==> src/rtl/dpd_pkg.sv <==
// Shared types and helpers for the DPD datapath: complex word layout,
// requester-id sizing and the masked round-robin search.
package dpd_pkg;

    localparam int CPLX_W = 20;

    typedef struct packed {
        logic signed [CPLX_W-1:0] i;
        logic signed [CPLX_W-1:0] q;
    } cplx_t;

    function automatic int id_width(input int n);
        return (n > 1) ? $clog2(n) : 1;
    endfunction

    // First set bit of eligible searching rr+1, rr+2, ... modulo n; -1 when none.
    function automatic int rr_next(input logic [15:0] eligible, input int rr, input int n);
        int sel;
        int j;
        sel = -1;
        for (int k = 1; k <= 16; k++) begin
            if (sel < 0 && k <= n) begin
                j = (rr + k) % n;
                if (eligible[j]) sel = j;
            end
        end
        return sel;
    endfunction

endpackage

==> src/rtl/cmult_arbiter_rr.sv <==
// Round-robin arbiter: combinational grant from eligible and the rr pointer,
// pointer moves to the granted index only when a transfer happens.
module rr_arbiter
    import dpd_pkg::*;
#(
    parameter int N_REQ = 4,
    parameter int ID_W  = 2
) (
    input  logic             clk,
    input  logic             reset_b,
    input  logic [N_REQ-1:0] eligible,
    input  logic             transfer,
    output logic [N_REQ-1:0] grant,
    output logic [ID_W-1:0]  grant_id,
    output logic             grant_any
);

    logic [ID_W-1:0] rr_q;
    int              sel;

    always_comb begin
        sel       = rr_next(16'(eligible), int'(rr_q), N_REQ);
        grant_any = (sel >= 0);
        grant_id  = grant_any ? ID_W'(sel) : '0;
        grant     = grant_any ? (N_REQ'(1) << grant_id) : '0;
    end

    // Reset pointer to the last index so requester 0 wins the first search.
    always_ff @(posedge clk or negedge reset_b) begin
        if (!reset_b) begin
            rr_q <= ID_W'(N_REQ - 1);
        end else if (transfer) begin
            rr_q <= grant_id;
        end
    end

endmodule

==> src/rtl/compl_mult.sv <==
// Complex multiply of Q1.(W-1) operands, rounded half-up back to W bits.
// Results wrap rather than saturate.
module compl_mult #(
    parameter int W = 20
) (
    input  logic [2*W-1:0] a,
    input  logic [2*W-1:0] b,
    output logic [2*W-1:0] p
);

    logic signed [W-1:0]   ai, aq, bi, bq;
    logic signed [2*W-1:0] pp_ii, pp_qq, pp_qi, pp_iq;
    logic signed [2*W:0]   sum_i, sum_q;
    logic [W-1:0]          res_i, res_q;

    assign ai = a[2*W-1:W];
    assign aq = a[W-1:0];
    assign bi = b[2*W-1:W];
    assign bq = b[W-1:0];

    assign pp_ii = (2*W)'(ai) * (2*W)'(bi);
    assign pp_qq = (2*W)'(aq) * (2*W)'(bq);
    assign pp_qi = (2*W)'(aq) * (2*W)'(bi);
    assign pp_iq = (2*W)'(ai) * (2*W)'(bq);

    assign sum_i = (2*W+1)'(pp_ii) - (2*W+1)'(pp_qq);
    assign sum_q = (2*W+1)'(pp_qi) + (2*W+1)'(pp_iq);

    // Keep bits [2W-2:W-1]; the bit just below the kept field is the rounding increment.
    assign res_i = sum_i[2*W-2:W-1] + {{(W-1){1'b0}}, sum_i[W-2]};
    assign res_q = sum_q[2*W-2:W-1] + {{(W-1){1'b0}}, sum_q[W-2]};

    assign p = {res_i, res_q};

endmodule

==> src/rtl/cmult_arbiter.sv <==
// Shares one compl_mult between N_REQ valid/ready requesters through a
// round-robin grant and a 2-stage pipeline; products return tagged with rsp_id.
module cmult_arbiter
    import dpd_pkg::*;
#(
    parameter int W     = CPLX_W,
    parameter int N_REQ = 4,
    localparam int ID_W = id_width(N_REQ)
) (
    input  logic               clk,
    input  logic               reset_b,
    input  logic [N_REQ-1:0]   cfg_mask,
    input  logic [N_REQ-1:0]   req_valid,
    output logic [N_REQ-1:0]   req_ready,
    input  logic [N_REQ*2*W-1:0] req_a,
    input  logic [N_REQ*2*W-1:0] req_b,
    output logic               rsp_valid,
    input  logic               rsp_ready,
    output logic [ID_W-1:0]    rsp_id,
    output logic [2*W-1:0]     rsp_data
);

    logic [N_REQ-1:0] grant;
    logic [ID_W-1:0]  grant_id;
    logic             grant_any;
    logic             adv1, adv2, transfer;
    logic [2*W-1:0]   sel_a, sel_b, prod;

    logic             s1_v, s2_v;
    logic [2*W-1:0]   s1_a, s1_b, s2_p;
    logic [ID_W-1:0]  s1_id, s2_id;

    rr_arbiter #(.N_REQ(N_REQ), .ID_W(ID_W)) u_arb (
        .clk       (clk),
        .reset_b   (reset_b),
        .eligible  (req_valid & cfg_mask),
        .transfer  (transfer),
        .grant     (grant),
        .grant_id  (grant_id),
        .grant_any (grant_any)
    );

    compl_mult #(.W(W)) u_mult (
        .a (s1_a),
        .b (s1_b),
        .p (prod)
    );

    // Each stage moves when the one downstream has room, so a full pipe never bubbles.
    assign adv2      = ~s2_v | rsp_ready;
    assign adv1      = ~s1_v | adv2;
    assign transfer  = grant_any & adv1;
    assign req_ready = grant & {N_REQ{adv1}};

    assign sel_a = req_a[int'(grant_id)*(2*W) +: 2*W];
    assign sel_b = req_b[int'(grant_id)*(2*W) +: 2*W];

    always_ff @(posedge clk or negedge reset_b) begin
        if (!reset_b) begin
            s1_v  <= 1'b0;
            s1_a  <= '0;
            s1_b  <= '0;
            s1_id <= '0;
            s2_v  <= 1'b0;
            s2_p  <= '0;
            s2_id <= '0;
        end else begin
            if (adv1) begin
                s1_v <= transfer;
                if (transfer) begin
                    s1_a  <= sel_a;
                    s1_b  <= sel_b;
                    s1_id <= grant_id;
                end
            end
            if (adv2) begin
                s2_v <= s1_v;
                if (s1_v) begin
                    s2_p  <= prod;
                    s2_id <= s1_id;
                end
            end
        end
    end

    assign rsp_valid = s2_v;
    assign rsp_id    = s2_id;
    assign rsp_data  = s2_p;

endmodule
==> config.mk <==
export PLATFORM = sky130hd
export DESIGN_NAME = cmult_arbiter
export DESIGN_NICKNAME = d
export VERILOG_FILES = /design/src/rtl/dpd_pkg.sv /design/src/rtl/cmult_arbiter_rr.sv /design/src/rtl/compl_mult.sv /design/src/rtl/cmult_arbiter.sv
export SDC_FILE = /design/constraint.sdc
export NUM_CORES = 2
export LEC_CHECK = 0
export CAP_MARGIN = 40
export CELL_PAD_IN_SITES_DETAIL_PLACEMENT = 1
export CELL_PAD_IN_SITES_GLOBAL_PLACEMENT = 2
export CORE_MARGIN = 2
export CORE_UTILIZATION = 40
export DETAILED_ROUTE_END_ITERATION = 10
export GPL_TIMING_DRIVEN = 0
export HOLD_SLACK_MARGIN = 0.05
export PLACE_DENSITY = 0.95
export SYNTH_ARGS = -nofsm -noshare
export SYNTH_HDL_FRONTEND = slang
export SYNTH_SLANG_ARGS = --single-unit
==> constraint.sdc <==
create_clock -name clk -period 14.7 [get_ports clk]
set_clock_uncertainty 0.15 [all_clocks]
set_input_delay 2.94 -clock clk [delete_from_list [all_inputs] [get_ports clk]]
set_output_delay 2.94 -clock clk [all_outputs]
set_load 0.1 [all_outputs]
# Word-level counts from Yosys, hierarchy flattened
# Cells that the tools add are included.
[totals]
register_bits = 128
in_bits = 331
output_inout_bits = 47
wordCells = 70
[classes]
n_addsub = 8
multipliers = 5
order_cmp = 8
shifts = 3
muxes = 21
bitwise = 11
reduce_logical = 6
[ops]
columns = ["cell", "count"]
rows = [
  ["32-bit two-way mux", 7],
  ["160-bit by 32-bit indexed part select with 40-bit output", 1],
  ["160-bit by 9-bit indexed part select with 40-bit output", 1],
  ["20-bit by 20-bit multiplier with 39-bit output", 4],
  ["32-bit by 1-bit less-than comparator with 1-bit output, second input constant", 3],
  ["20-bit by 1-bit adder with 20-bit output", 2],
  ["39-bit adder", 1],
  ["39-bit subtractor", 1],
  ["32-bit by 1-bit greater-or-equal comparator with 1-bit output, second input constant", 1],
  ["3-bit by 6-bit less-than comparator with 1-bit output, second input constant", 4],
  ["1-bit binary-select mux with 3-bit select", 4],
  ["4-bit bitwise AND", 2],
  ["1-bit two-way mux", 8],
  ["2-bit OR reduction", 4],
  ["2-bit by 3-bit multiplier with 5-bit output, second input constant", 1],
  ["2-bit by 1-bit adder with 2-bit output, second input constant", 2],
  ["2-bit adder, second input constant", 2],
  ["1-bit bitwise AND, first input constant", 4],
  ["4-bit two-way mux", 1],
  ["2-bit AND reduction", 2],
  ["1-bit by 2-bit << shifter with 4-bit output, first input constant", 1],
  ["2-bit two-way mux", 1],
  ["1-bit NOT", 2],
  ["1-bit bitwise OR", 2],
  ["1-bit bitwise AND", 1],
]

# Logic depth before layout (Yosys ltp)
[logic_depth]
depth_word = 18
ltp_mapped = 34
depth_no_buf = 31

# Modules after synthesis
# From an unflattened synthesis, not the netlist that was laid out.
[unflattened]
hier_cells = 6974
area_unflattened_um2 = 67780.0
[by_module_without_submodules]
columns = ["mod", "instances", "cells_each", "area_per_inst_um2", "seq_area_each_um2"]
rows = [
  ["compl_mult", 1, 6565, 60890.9, 0.0],
  ["cmult_arbiter", 1, 376, 6648.9, 3153.0],
  ["rr_arbiter", 1, 33, 240.2, 52.6],
]

# Least setup slack after synthesis
# No wires, ideal clock.
[synth_timing]
path_kind = "reg2reg"
from = "reg s1_a[39]"
to = "reg s2_p[19], in the netlist rsp_data[19]"
setup_time_ps = 76
arrival_ps = 8370
required_ps = 14474
slack_ps = 6104
stages_incl_launch_ff = 28
path_buffers = 2
period_less_slack_ps = 8596
cell_sequence = "dfrtp_1 > clkbuf_1 > and2_1 > fa_1 > fa_1 > inv_1 > fa_1 > inv_1 > fa_1 > fa_1 > fa_1 > fa_1 > inv_1 > fa_1 > inv_1 > ha_1 > clkbuf_1 > nand2_1 > nor2_1 > nand2_1 > a211oi_1 > o2111ai_1 > a211o_1 > nor4_1 > and3_1 > nand4b_1 > xnor3_1 > o21ai_1"
[synth_via]
elab_chain_cells = 3
[synth_rtl]
columns = ["element", "line", "text"]
rows = [
  ["from (decl)", "cmult_arbiter.sv:30", "logic [2*W-1:0] s1_a, s1_b, s2_p;"],
  ["from (signal assigned)", "cmult_arbiter.sv:71", "s1_a <= sel_a;"],
  ["20-bit by 20-bit multiplier with 39-bit output", "compl_mult.sv:24", "assign pp_iq = (2*W)'(ai) * (2*W)'(bq);"],
  ["39-bit adder", "compl_mult.sv:27", "assign sum_q = (2*W+1)'(pp_qi) + (2*W+1)'(pp_iq);"],
  ["20-bit by 1-bit adder with 20-bit output", "compl_mult.sv:31", "assign res_q = sum_q[2*W-2:W-1] + {{(W-1){1'b0}}, sum_q[W-2]};"],
  ["to (signal assigned)", "cmult_arbiter.sv:79", "s2_p <= prod;"],
  ["to (decl)", "cmult_arbiter.sv:30", ""],
]
# Every way passes these cells.
# A chain may end at the register's enable or synchronous reset.

# Worst setup path after layout
[layout_timing]
from = "reg s1_b[20]"
to = "reg s2_p[19], in the netlist rsp_data[19]"
[layout_via]
elab_chain_cells = 3
[layout_rtl]
columns = ["element", "line", "text"]
rows = [
  ["from (decl)", "cmult_arbiter.sv:30", ""],
  ["from (signal assigned)", "cmult_arbiter.sv:72", "s1_b <= sel_b;"],
  ["20-bit by 20-bit multiplier with 39-bit output", "compl_mult.sv:23", "assign pp_qi = (2*W)'(aq) * (2*W)'(bi);"],
  ["39-bit adder", "compl_mult.sv:27", ""],
  ["20-bit by 1-bit adder with 20-bit output", "compl_mult.sv:31", ""],
]
# Every way passes these cells.

==> impl_metrics.yaml <==
run_status:
  status: "finished clean"
detailed_routing:
  wire_per_inst_um: 35.8
  drcViolationCount: 0
  dr_total_vias: 60180
  drt_first_pass_iters: 6
  viasPerCell: 5.65
  wl_um: 381000
  route.antenna.remaining_nets: 0
  first_iter_violations: 6387
yosys:
  ys_ff_latch: 128
  ys_warn_count: 0
  synth_edf_count: 0
  synth_cell_types: 80
  avgSynthCellArea_um2: 8.93
  synth_top_area_cell: "fa_1"
  synth_cells: 7580
  synthesis.nets: 10080
  syn_area_um2: 67700
  async_reset_ff_frac: 1.00
  synth_ff_type: "dfrtp_1"
  ys_seq_area_frac: 0.0473
  yosysTopAreaCellShare: 0.525
  ys_top_cells_by_area: "fa_1, inv_1, and2_1"
global_routing:
  grt_pass1_vias: 65630
  grt_antenna_before_repair: 107
  grt_overflow: 0
  grt_max_degree: 67
  track_usage: 0.447
  grt_pass1_wl_um: 519000
floorplanning:
  die_h_um: 415
  start_util: 0.401
  die-area_um2: 173000
  rows: 151
  io_pins: 378
  coreArea_um2: 169000
  die_w_um: 415
worst_setup_path:
  ff2ff_path_depth: 30
  crit_slowest_cell: "fa_1"
  critPathMaxStageDelay_ns: 0.62
  arrival_ns: 11.38
  crit_top_cell: "fa_1"
  crit_path_start_kind: "register"
  reg2reg_to: "rsp_data[19]"
  required_ns: 15.02
  r2r-start: "s1_b[20]"
  cp-startpoint: "s1_b[20]"
  r2r_setup_slack_ns: 3.65
  cp-end-kind: "register"
  path_class: "reg2reg"
  path_max_fanout: 7
hold_path:
  holdPathEnd: "rsp_data[9]"
  min_from: "rsp_data[9]"
  hold_depth: 2
  hold_class: "reg2reg"
sta:
  setup_violations: 0
  hold_viol: 0
  timing.hold.ws_ns: 0.335
  slew_headroom: 0.277
  rsz0062_at_grt: "no"
  setup_tns_ns: 0
  max_clock_freq_mhz: 90.5
  fin_crit_ns: 11.05
  period_share: 0.752
  worstMarginPinSlew_ns: 1.08
  slew_viol_final: 0
finish:
  fin_cells: 10659
  final_layout_size_suffix_gt1_frac: 0.0547
  final_nets: 10807
  syn2layout_area_growth_pct: 17.9
  fillers: 19603
cts:
  ctsHoldBuffers: 0
  cts_setup_buffers: 0
  cts_inserted_buffers: 17
  cts_root_buffer: "clkbuf_16"
  cts_tree: "built"
  clock_latency_ns: 0.57
  cts.sinks: 128
  max-clock-path-buffers: 2
  clk_pin_slew_ns: 0.09
  postCtsResizedCells: 0
  htree_levels: 4
placement:
  io_buffers: 377
  place.gp.congestion: 1.08
  place_inst: 10491
  dpl.hpwl_um: 330000
job:
  maxCapViolCount: 0
==> cell families (layout without fill, tap and decap cells) <==
family,count (synthesis),in the layout,share of synthesized area
and+or+nand+nor,2474,2474,0.176
buffers and inverters,2274,3014,0.126
adders and majority gates,2169,2169,0.598
AOI/OAI and AO/OA,402,402,0.0350
DFF,128,128,0.0473
xor gates and xnor gates,122,122,0.0163
muxes,11,11,0.00179
other,0,121,0
==> worst max-delay path, delay by kind of cell (launching register included) <==
family | cells | cell delay, ns
compound gates | 4 | 1.49
xor+xnor | 1 | 0.38
fa+ha+maj | 9 | 4.57
buf+inv | 9 | 1.92
flops | 1 | 0.52
simple gates | 7 | 1.88
==> worst max path at each step <==
| stage | end | slack [ns] | cells past startpoint |
|---|---|---|---|
| final | rsp_data[19] | 3.65 | 30 |
| after detailed placement | rsp_data[39] | 3.96 | 29 |
| after global placement | rsp_data[37] | 3.00 | 27 |
| after global routing | rsp_data[39] | 3.56 | 30 |
| after floorplan | rsp_data[19] | 6.10 | 27 |
| after CTS | rsp_data[37] | 3.92 | 29 |
==> layout by cell type (no fill, tap or decap), types with 199 or more instances in the layout <==
master / count
inv_1: 1865
fa_1: 1777
nand2_1: 1060
and2_1: 813
ha_1: 392
clkdlybuf4s50_1: 376
clkbuf_1: 351
nor2_1: 351
o21ai_0: 224
buf_8: 199
==> layout make-up <==
type / instances / area, um^2 / area share
antenna: 121 / 303 / 0.00379
buffer: 408 / 1600 / 0.0200
clock buffer: 18 / 439 / 0.00550
clock inverter: 14 / 230 / 0.00288
inverter: 1866 / 7000 / 0.0877
multi-input combinational: 5178 / 56000 / 0.701
sequential: 128 / 3210 / 0.0401
tap: 2218 / 2780 / 0.0348
timing repair buffer: 708 / 8330 / 0.104
==> sequential cells by signal, summed over array words and instances (netlist names) <==
register,count
rsp_valid,1
rsp_data,40
s1_id,2
rsp_id,2
s1_v,1
s1_b,40
s1_a,40
u_arb.rr_q,2
==> per-layer routing <==
metal | vias to the layer above | track usage | part of all wire
li1 | 23364 | - | -
met1 | 31167 | 0.510 | 0.34
met2 | 4359 | 0.660 | 0.43
met3 | 1258 | 0.169 | 0.12
met4 | 32 | 0.382 | 0.10
met5 | - | 0 | 0.00087
==> cell usage after synthesis (all sizes together) (54+ instances only) <==
library cell,n
inv,1866
fa,1777
nand2,1061
and2,815
clkbuf,400
ha,392
nor2,351
o21ai,231
dfrtp,126
nand3,113
xnor2,93
a21oi,54
==> stage by stage <==
| step | setup slack, ns | util | area (um^2) |
|---|---|---|---|
| detailed placement | 3.96 | 0.467 | 78700 |
| global route | 3.56 | 0.472 | 79600 |
| floorplan | 6.10 | - | 67700 |
| finish | 3.65 | 0.473 | 79900 |
| CTS | 3.92 | 0.471 | 79400 |
| global placement | 3.00 | 0.440 | 74300 |
Power is left out: the tool's default activity adds up to more than one toggle a clock period on the data nets, which glitch-free logic cannot reach.
